==> config.mk <==
export PLATFORM = sky130hd
export DESIGN_NAME = pipe_hazard_ctrl_flat
export DESIGN_NICKNAME = d
export VERILOG_FILES = /design/src/rtl/pipe_hazard_ctrl_if.sv /design/src/rtl/pipe_hazard_ctrl.sv /design/src/flat_wrapper.sv
export SDC_FILE = /design/constraint.sdc
export NUM_CORES = 1
export LEC_CHECK = 0
export ABC_CLOCK_PERIOD_IN_PS = 2900
export BUFFER_PORTS_ARGS = -buffer_cell sky130_fd_sc_hd__clkbuf_2
export CORE_MARGIN = 10
export CORE_UTILIZATION = 50
export DETAILED_ROUTE_END_ITERATION = 10
export HOLD_SLACK_MARGIN = 0.15
export PLACE_DENSITY_LB_ADDON = 0.08
export SETUP_SLACK_MARGIN = 0.2
export SLEW_MARGIN = 20
export SYNTH_ARGS = -nofsm -noshare
export SYNTH_HDL_FRONTEND = slang
export SYNTH_SLANG_ARGS = --single-unit
==> constraint.sdc <==
create_clock -name clk -period 2.9 [get_ports clk]
set_clock_uncertainty 0.2 [all_clocks]
set_input_delay 0 -clock clk [delete_from_list [all_inputs] [get_ports clk]]
set_output_delay 0 -clock clk [all_outputs]
set_load 0.03 [all_outputs]
==> src/rtl/pipe_hazard_ctrl_if.sv <==
// ---------------------------------------------------------------------------
// pipe_hazard_ctrl_if
//   Bundles the hazard-relevant fields of the ID/EX stages together with the
//   stall/flush controls and performance counters returned by the hazard
//   controller.
//
//   master : pipeline datapath side (drives instruction fields, consumes controls)
//   slave  : hazard controller side (consumes fields, drives controls)
//
//   opcodeD       opcode held in IF/ID
//   rsD, rtD      source register fields of the instruction in ID
//   memreadE      instruction in EX is a load
//   rtE           destination register of the load in EX
//   branch_takenE branch in EX resolved taken this cycle
//   stallF        hold PC
//   stallD        hold IF/ID
//   refresh1      flush IF/ID (bubble)
//   refresh       flush ID/EX (bubble)
//   halted        pipeline drained and frozen (registered)
//   stall_cnt     saturating count of load-use stall cycles
//   flush_cnt     saturating count of branch/jump flush cycles
// ---------------------------------------------------------------------------
interface pipe_hazard_ctrl_if #(
  parameter int CNT_W = 16
);
  logic [5:0]       opcodeD;
  logic [4:0]       rsD;
  logic [4:0]       rtD;
  logic             memreadE;
  logic [4:0]       rtE;
  logic             branch_takenE;
  logic             stallF;
  logic             stallD;
  logic             refresh1;
  logic             refresh;
  logic             halted;
  logic [CNT_W-1:0] stall_cnt;
  logic [CNT_W-1:0] flush_cnt;

  modport master (
    output opcodeD, rsD, rtD, memreadE, rtE, branch_takenE,
    input  stallF, stallD, refresh1, refresh, halted, stall_cnt, flush_cnt
  );

  modport slave (
    input  opcodeD, rsD, rtD, memreadE, rtE, branch_takenE,
    output stallF, stallD, refresh1, refresh, halted, stall_cnt, flush_cnt
  );
endinterface

==> src/rtl/pipe_hazard_ctrl.sv <==
// ---------------------------------------------------------------------------
// pipe_hazard_ctrl
//   Hazard and sequencing controller for a 5-stage pipeline.
//   - Load-use hazards stall PC and IF/ID for one cycle and bubble ID/EX.
//   - Taken branches (resolved in EX) flush IF/ID and ID/EX.
//   - Jumps (resolved in ID) squash the fall-through fetch in IF/ID.
//   - A HALT opcode in ID drains the pipeline for DRAIN_CYCLES bubble cycles,
//     then freezes fetch permanently (until reset) and raises halted.
//   - Saturating counters of stall cycles and flush cycles.
//
// Parameters
//   HALT_OP      opcode that starts the halt/drain sequence
//   DRAIN_CYCLES bubble cycles after HALT leaves ID (>= 1)
//   CNT_W        counter width (must match the interface CNT_W)
//
// Ports
//   clk    system clock, all state on posedge
//   reset  synchronous, active-high; forces RUN and zeroes all controls
//   bus    pipe_hazard_ctrl_if.slave (see interface file for signal list)
//
// stallF/stallD/refresh1/refresh are combinational from state and inputs;
// halted, stall_cnt and flush_cnt are registered.
// ---------------------------------------------------------------------------
module pipe_hazard_ctrl #(
  parameter logic [5:0] HALT_OP      = 6'h3F,
  parameter int         DRAIN_CYCLES = 4,
  parameter int         CNT_W        = 16
) (
  input  logic             clk,
  input  logic             reset,
  pipe_hazard_ctrl_if.slave bus
);

  localparam int DRAIN_W = $clog2(DRAIN_CYCLES + 1);

  localparam logic [1:0] ST_RUN    = 2'd0;
  localparam logic [1:0] ST_DRAIN  = 2'd1;
  localparam logic [1:0] ST_HALTED = 2'd2;

  localparam logic [5:0] OP_J   = 6'h02;
  localparam logic [5:0] OP_JAL = 6'h03;

  // Saturating increment: holds at all-ones instead of wrapping.
  function automatic logic [CNT_W-1:0] sat_inc(input logic [CNT_W-1:0] v);
    return (&v) ? v : v + CNT_W'(1);
  endfunction

  logic [1:0]         state_q;
  logic [1:0]         state_nxt;
  logic [DRAIN_W-1:0] drain_q;
  logic [DRAIN_W-1:0] drain_nxt;
  logic               halted_q;
  logic [CNT_W-1:0]   stall_cnt_q;
  logic [CNT_W-1:0]   flush_cnt_q;

  logic lu;
  logic jmp;
  logic halt_req;

  logic stall_f;
  logic stall_d;
  logic flush_d;
  logic flush_e;
  logic inc_stall;
  logic inc_flush;

  // Hazard detection on the current ID/EX contents. A load into r0 never
  // creates a dependency since r0 is hardwired to zero.
  always_comb begin
    lu       = bus.memreadE && (bus.rtE != 5'd0) &&
               ((bus.rtE == bus.rsD) || (bus.rtE == bus.rtD));
    jmp      = (bus.opcodeD == OP_J) || (bus.opcodeD == OP_JAL);
    halt_req = (bus.opcodeD == HALT_OP);
  end

  // Control decode and next-state. Everything is forced to zero while
  // reset is asserted so the pipeline sees no stall/flush during reset.
  always_comb begin
    stall_f   = 1'b0;
    stall_d   = 1'b0;
    flush_d   = 1'b0;
    flush_e   = 1'b0;
    inc_stall = 1'b0;
    inc_flush = 1'b0;
    state_nxt = state_q;
    drain_nxt = drain_q;

    if (!reset) begin
      case (state_q)
        ST_RUN: begin
          if (bus.branch_takenE) begin
            // Wrong-path instructions in IF/ID and ID/EX are discarded;
            // whatever hazard they carried no longer matters.
            flush_d   = 1'b1;
            flush_e   = 1'b1;
            inc_flush = 1'b1;
          end else if (lu) begin
            // Hold the consumer in ID one cycle; a jump sitting in ID is
            // held too and gets its flush on the following cycle.
            stall_f   = 1'b1;
            stall_d   = 1'b1;
            flush_e   = 1'b1;
            inc_stall = 1'b1;
          end else if (jmp) begin
            flush_d   = 1'b1;
            inc_flush = 1'b1;
          end else if (halt_req) begin
            state_nxt = ST_DRAIN;
            drain_nxt = DRAIN_W'(DRAIN_CYCLES);
          end
        end

        ST_DRAIN: begin
          // Freeze fetch and feed bubbles while older work retires.
          stall_f   = 1'b1;
          flush_d   = 1'b1;
          drain_nxt = drain_q - DRAIN_W'(1);
          if (drain_q <= DRAIN_W'(1)) begin
            state_nxt = ST_HALTED;
          end
        end

        ST_HALTED: begin
          stall_f = 1'b1;
          stall_d = 1'b1;
          flush_e = 1'b1;
        end

        default: begin
          state_nxt = ST_RUN;
          drain_nxt = '0;
        end
      endcase
    end
  end

  // Registered state, halt flag and performance counters.
  always_ff @(posedge clk) begin
    if (reset) begin
      state_q     <= ST_RUN;
      drain_q     <= '0;
      halted_q    <= 1'b0;
      stall_cnt_q <= '0;
      flush_cnt_q <= '0;
    end else begin
      state_q  <= state_nxt;
      drain_q  <= drain_nxt;
      halted_q <= (state_nxt == ST_HALTED);
      if (inc_stall) begin
        stall_cnt_q <= sat_inc(stall_cnt_q);
      end
      if (inc_flush) begin
        flush_cnt_q <= sat_inc(flush_cnt_q);
      end
    end
  end

  assign bus.stallF    = stall_f;
  assign bus.stallD    = stall_d;
  assign bus.refresh1  = flush_d;
  assign bus.refresh   = flush_e;
  assign bus.halted    = halted_q;
  assign bus.stall_cnt = stall_cnt_q;
  assign bus.flush_cnt = flush_cnt_q;

endmodule

==> src/flat_wrapper.sv <==
// flat-port wrapper written by rule: the top's interface ports become plain ports
module pipe_hazard_ctrl_flat 
#(
  parameter logic [5:0] HALT_OP      = 6'h3F,
  parameter int         DRAIN_CYCLES = 4,
  parameter int         CNT_W        = 16
)
  (clk, reset, bus_opcodeD, bus_rsD, bus_rtD, bus_memreadE, bus_rtE, bus_branch_takenE, bus_stallF, bus_stallD, bus_refresh1, bus_refresh, bus_halted, bus_stall_cnt, bus_flush_cnt);
  pipe_hazard_ctrl_if #(.CNT_W(CNT_W)) bus_i ();
  input  logic clk;
  input  logic reset;
  input wire logic [$bits(bus_i.opcodeD)-1:0] bus_opcodeD;
  input wire logic [$bits(bus_i.rsD)-1:0] bus_rsD;
  input wire logic [$bits(bus_i.rtD)-1:0] bus_rtD;
  input wire logic [$bits(bus_i.memreadE)-1:0] bus_memreadE;
  input wire logic [$bits(bus_i.rtE)-1:0] bus_rtE;
  input wire logic [$bits(bus_i.branch_takenE)-1:0] bus_branch_takenE;
  output wire logic [$bits(bus_i.stallF)-1:0] bus_stallF;
  output wire logic [$bits(bus_i.stallD)-1:0] bus_stallD;
  output wire logic [$bits(bus_i.refresh1)-1:0] bus_refresh1;
  output wire logic [$bits(bus_i.refresh)-1:0] bus_refresh;
  output wire logic [$bits(bus_i.halted)-1:0] bus_halted;
  output wire logic [$bits(bus_i.stall_cnt)-1:0] bus_stall_cnt;
  output wire logic [$bits(bus_i.flush_cnt)-1:0] bus_flush_cnt;
  assign bus_i.opcodeD = bus_opcodeD;
  assign bus_i.rsD = bus_rsD;
  assign bus_i.rtD = bus_rtD;
  assign bus_i.memreadE = bus_memreadE;
  assign bus_i.rtE = bus_rtE;
  assign bus_i.branch_takenE = bus_branch_takenE;
  assign bus_stallF = bus_i.stallF;
  assign bus_stallD = bus_i.stallD;
  assign bus_refresh1 = bus_i.refresh1;
  assign bus_refresh = bus_i.refresh;
  assign bus_halted = bus_i.halted;
  assign bus_stall_cnt = bus_i.stall_cnt;
  assign bus_flush_cnt = bus_i.flush_cnt;
  pipe_hazard_ctrl #(.HALT_OP(HALT_OP), .DRAIN_CYCLES(DRAIN_CYCLES), .CNT_W(CNT_W)) u_core (.clk(clk), .reset(reset), .bus(bus_i));
endmodule
Yosys cells after proc, flatten, opt, wreduce, memory -nomap -nowiden
Cells that the tools add are included.
{"block": "totals", "regBits": 38, "output_inout_bits": 37, "word_cells": 66}
{"block": "classes", "addsub": 3, "n_lt_le_gt_ge": 1, "eq_ne": 12, "muxes": 30, "bitwise": 3, "reduce_logical": 12}
{"operator": "16-bit by 1-bit adder with 16-bit output (second input constant)", "n": 2}
{"operator": "16-bit AND reduction", "n": 2}
{"operator": "1-bit 2-to-1 mux", "n": 14}
{"operator": "6-bit by 2-bit == test with 1-bit output (second input constant)", "n": 2}
{"operator": "2-bit 2-to-1 mux", "n": 6}
{"operator": "3-bit 2-to-1 mux", "n": 4}
{"operator": "5-bit == test", "n": 2}
{"operator": "3-bit case mux with 3 select lines", "n": 1}
{"operator": "1-bit case mux with 2 select lines", "n": 4}
{"operator": "6-bit == test (second input constant)", "n": 1}
{"operator": "2-bit inequality test (second input constant)", "n": 3}
{"operator": "2-bit case mux with 3 select lines", "n": 1}
{"operator": "5-bit AND reduction", "n": 1}
{"operator": "5-bit nonzero test", "n": 1}
{"operator": "2-bit == test (second input constant)", "n": 2}
{"operator": "2-bit AND reduction", "n": 2}
{"operator": "3-bit by 1-bit less-or-equal comparator with 1-bit output (second input constant)", "n": 1}
{"operator": "1-bit inverter", "n": 3}
{"operator": "3-bit by 1-bit subtractor with 3-bit output (second input constant)", "n": 1}
{"operator": "2-bit by 1-bit == test with 1-bit output (second input constant)", "n": 1}
{"operator": "1-bit logical AND", "n": 2}
{"operator": "2-bit logical NOT", "n": 1}
{"operator": "1-bit logical OR", "n": 2}
{"operator": "2-bit by 1-bit inequality test with 1-bit output (second input constant)", "n": 1}
{"operator": "2-bit OR reduction", "n": 1}

Longest topological paths before layout
{"block": "depth", "ltp_word": 8, "depth_mapped": 9}

Worst setup path after synthesis
No wires, ideal clock.
{"block": "synth_path", "path_kind": "register to output", "start": "register u_core.state_q[0]", "end": "output port bus_stallF", "arrival_ns": 2.445, "path_slack_ns": 0.255, "path_stages_with_launch": 9, "path_buffers": 3, "path_cell_list": "dfxtp_1 -> inv_1 -> ha_1 -> clkbuf_1 -> inv_1 -> or4_4 -> buf_6 -> clkbuf_1 -> a21boi_0"}
{"block": "synth_via", "elab_chain_cells": 4, "word_cells_on_any_way": 6, "classes_between": "eq/ne (2); mux (2); reduce/logical (2)"}
{"element": "start: declaration", "line_no": "pipe_hazard_ctrl.sv:48", "text": "logic [1:0] state_q;"}
{"element": "start signal: assignment", "line_no": "pipe_hazard_ctrl.sv:146", "text": "state_q <= state_nxt;"}
{"element": "2-bit == test or 2-bit by 1-bit == test with 1-bit output (tied branches)", "line_no": "pipe_hazard_ctrl.sv:89", "text": "case (state_q)"}
{"element": "2-bit OR reduction (no source line)"}
{"element": "1-bit case mux with 2 select lines *", "line_no": "pipe_hazard_ctrl.sv:89"}
{"element": "1-bit 2-to-1 mux *", "line_no": "pipe_hazard_ctrl.sv:88", "text": "if (!reset) begin"}
{"element": "end: declaration", "line_no": "flat_wrapper.sv:18", "text": "output wire logic [$bits(bus_i.stallF)-1:0] bus_stallF;"}
Mark *: on every way between the ends. The rest lies on a longest branch, timed or not.

Final worst setup path
{"block": "layout_path", "start": "register u_core.state_q[0]", "end": "register u_core.stall_cnt_q[15] (netlist: u_core.bus.stall_cnt[15])"}
{"block": "layout_via", "elab_chain_cells": 4}
{"element": "2-bit logical NOT", "line_no": "pipe_hazard_ctrl.sv:89"}
{"element": "1-bit 2-to-1 mux", "line_no": "pipe_hazard_ctrl.sv:89"}
{"element": "1-bit 2-to-1 mux", "line_no": "pipe_hazard_ctrl.sv:88"}
{"element": "2-bit AND reduction (no source line)"}
{"element": "end signal: assignment", "line_no": "pipe_hazard_ctrl.sv:150", "text": "stall_cnt_q <= sat_inc(stall_cnt_q);"}
{"element": "end: declaration", "line_no": "pipe_hazard_ctrl.sv:53", "text": "logic [CNT_W-1:0] stall_cnt_q;"}
Every way passes these cells.
A chain may end at the register's enable or synchronous reset.

==> metrics.cfg <==
[yosys]
syn_inst = 276
ys_warn_count = 0
synth_fp_nets = 310
netlist.area_leader.share_pct = 33.9
synth_edf_count = 0
synth_flop_cell = dfxtp_1
async_reset_ff_share_pct = 0
yosysSeqAreaShare_pct = 33.9
avgSynthCellArea_um2 = 8.14
yosys_register_bits = 38
synth.area.top_cells = dfxtp_1 (34%), a21oi_1 (5.6%), ha_1 (5.0%)
synth_area_um2 = 2250
synth_area_leader_cell = dfxtp_1
yosysUniqueCellTypes = 48

[global_routing]
antenna_found_initial = 0
grt_pass1_vias = 2202
grt_pass1_wl_mm = 9.74
grt_max_degree = 38
grt_use_total_pct = 15.0
overflow = 0

[clock_tree]
insertion_delay_ns = 0.28
clkTransAtPathRegs_ns = 0.07
cts.sinks = 38
htreeDepth = 2
cts_made_buffers = 5
clockRootBuffer = clkbuf_8
clock_path_buffers = 2
cts_tree = built
post-cts-setup-buffers = 0

[power_and_ir_drop]
p_per_area_nw_per_um2 = 412
ir_drop_uv = 212
power.leakage_nw = 1.02

[sta]
min_period_ns = 2.51
period_share_pct = 86.6
slew_violations = 0
tns_ns = 0
slew_headroom_pct = 67.7
setup_viol = 0
rsz0062_at_grt = no
hold_viol = 0
worst_pin_slew_ns = 0.485
max_freq_mhz = 398

[worst_setup_path]
r2r_cells = 6
rrSetupSlack_ns = 0.39
critPathBufInv = 2
worstPathMaxFanout = 30
start_kind = flop
worstPathRequired_ns = 2.87
cpPeakStageDelay_ns = 0.67
r2r_start = u_core.state_q[0]$_SDFF_PP0_
cp.depth = 6
crit_chain = inv_1, ha_2, inv_1, or4_4, nor4_1, mux2_2
crit_path_frequent_cell = inv_1
cp_top_family = simple AND/OR/NAND/NOR gates
r2r-end = u_core.bus.stall_cnt[15]$_SDFFE_PP0P_
crit_slowest_cell = or4_4
crit_type = flop to flop
setup.worst_path.start = u_core.state_q[0]$_SDFF_PP0_
worst_ep_arrival_time_ns = 2.48
crit_path_end_kind = flop
cp-endpoint = u_core.bus.stall_cnt[15]$_SDFFE_PP0P_

[layout]
num-nets-final = 373
final_common_cell = clkbuf_2
layout-drive-gt1-share_pct = 24.1
diodes = 0
syn_to_final_growth_pct = 22.1
fin_cells = 392
final_cell_mix = clkbuf_2 (61), dfxtp_1 (38), a21oi_1 (25)

[floorplanning]
start_util_pct = 51.6
dieArea_um2 = 7580
rows = 24
die_y_um = 87.0
core_um2 = 4350
die_x_um = 87.0
io_pins = 62

[detailed_routing]
post_drt_wl_per_cell_um = 14.1
drc = 0
dr.first_iter.drc_count = 118
ant_nets = 0
dr.pass1.iters = 4
viasPerCell = 5.85
vias = 2294
routed_wl_mm = 5.52

[placement]
gp_congestion = 0.843
place_inst = 379
io_buffers = 61
dp_hpwl_mm = 4.05

[hold_path]
min_path_type = input pin to flop

[outcome]
outcome = finished, final reports clean

[run]
cap_violations = 0

[synth_stat cells, types with 5 or more instances]
| cell | instances |
|---|---|
| dfxtp_1 | 38 |
| a21oi_1 | 25 |
| inv_1 | 18 |
| nand3_1 | 18 |
| nand2_1 | 17 |
| nor2_1 | 15 |
| o21ai_0 | 13 |
| or4_1 | 12 |
| clkbuf_1 | 11 |
| xnor2_1 | 10 |
| ha_1 | 9 |
| o31ai_1 | 9 |
| or3_1 | 8 |
| o41ai_1 | 6 |
| nand4_1 | 5 |
| nor4_1 | 5 |
| o311ai_0 | 5 |
[report_power, final]
group	switching, W	total, W	internal, W
logic	0.000100	0.000159	0.0000587
clock network	0.000182	0.000435	0.000253
registers	0.00000734	0.000536	0.000529
[registers in the layout, summed over array words and instances (netlist names)]
register,count
u_core.bus.flush_cnt,16
u_core.bus.stall_cnt,16
u_core.drain_q,3
u_core.bus.halted,1
u_core.state_q,2
[what timing repair did]
item | 4_1_cts | 5_1_grt
setup endpoints to repair | 0 | 3
hold endpoints to repair | 37 | 0
hold buffers | 5 | 0
gates resized for setup | 0 | 1
[stage by stage]
step | util [%] | power, W | setup slack (ns) | instance area [um2] | hold WS, ns
global placement | 59.3 | 0.000700 | 0.400 | 2580 | 0.249
detailed placement | 59.3 | 0.000701 | 0.334 | 2580 | 0.247
global route | 63.0 | 0.00119 | 0.263 | 2740 | 0.185
floorplan | - | 0.000652 | 0.255 | 2250 | 0.109
finish | 63.0 | 0.00113 | 0.390 | 2740 | 0.166
CTS | 63.0 | 0.00114 | 0.319 | 2740 | 0.161
[layout make-up]
class	count	area, um2
clock buffer	5	68.8
multi-input combinational	207	1360
fill	404	1610
timing repair buffer	69	378
tap	52	65.1
inverter	18	67.6
clock inverter	3	40.0
sequential	38	761
[worst register-to-register path, delay by kind of cell, from the launching register on]
family | cells | cell delay (ns)
mux | 1 | 0.36
fa+ha+maj | 1 | 0.27
simple gates | 2 | 1.00
buf+inv | 2 | 0.22
flops | 1 | 0.34
[per-layer routing]
metal	routed length [um]	GRT usage [%]	part of all wire, %
met1	2540	18.8	46
met3	438	5.43	7.9
met4	42	3.83	0.76
met5	0	0	0
met2	2490	23.9	45
[how the worst min path moves through the flow]
stage / from / to / slack [ns] / cells past startpoint
floorplan: bus_branch_takenE / u_core.bus.stall_cnt[14]$_SDFFE_PP0P_ / 0.11 / 3
global placement: u_core.bus.halted$_SDFF_PP0_ / bus_halted / 0.25 / 1
detailed placement: u_core.bus.halted$_SDFF_PP0_ / bus_halted / 0.25 / 1
CTS: bus_opcodeD[0] / u_core.state_q[0]$_SDFF_PP0_ / 0.16 / 5
global route: bus_opcodeD[0] / u_core.state_q[0]$_SDFF_PP0_ / 0.19 / 5
finish: bus_opcodeD[0] / u_core.state_q[0]$_SDFF_PP0_ / 0.17 / 5
[cell families after synthesis]
logic type	Yosys count	share of synthesized area (%)
compound gates	83	24.5
xor+xnor	10	3.90
fa+ha+maj	9	5.01
buf+inv	31	5.57
flops	38	33.9
mux	5	2.45
simple gates	100	24.7
No activity file was read; power rests on OpenSTA's default activity.
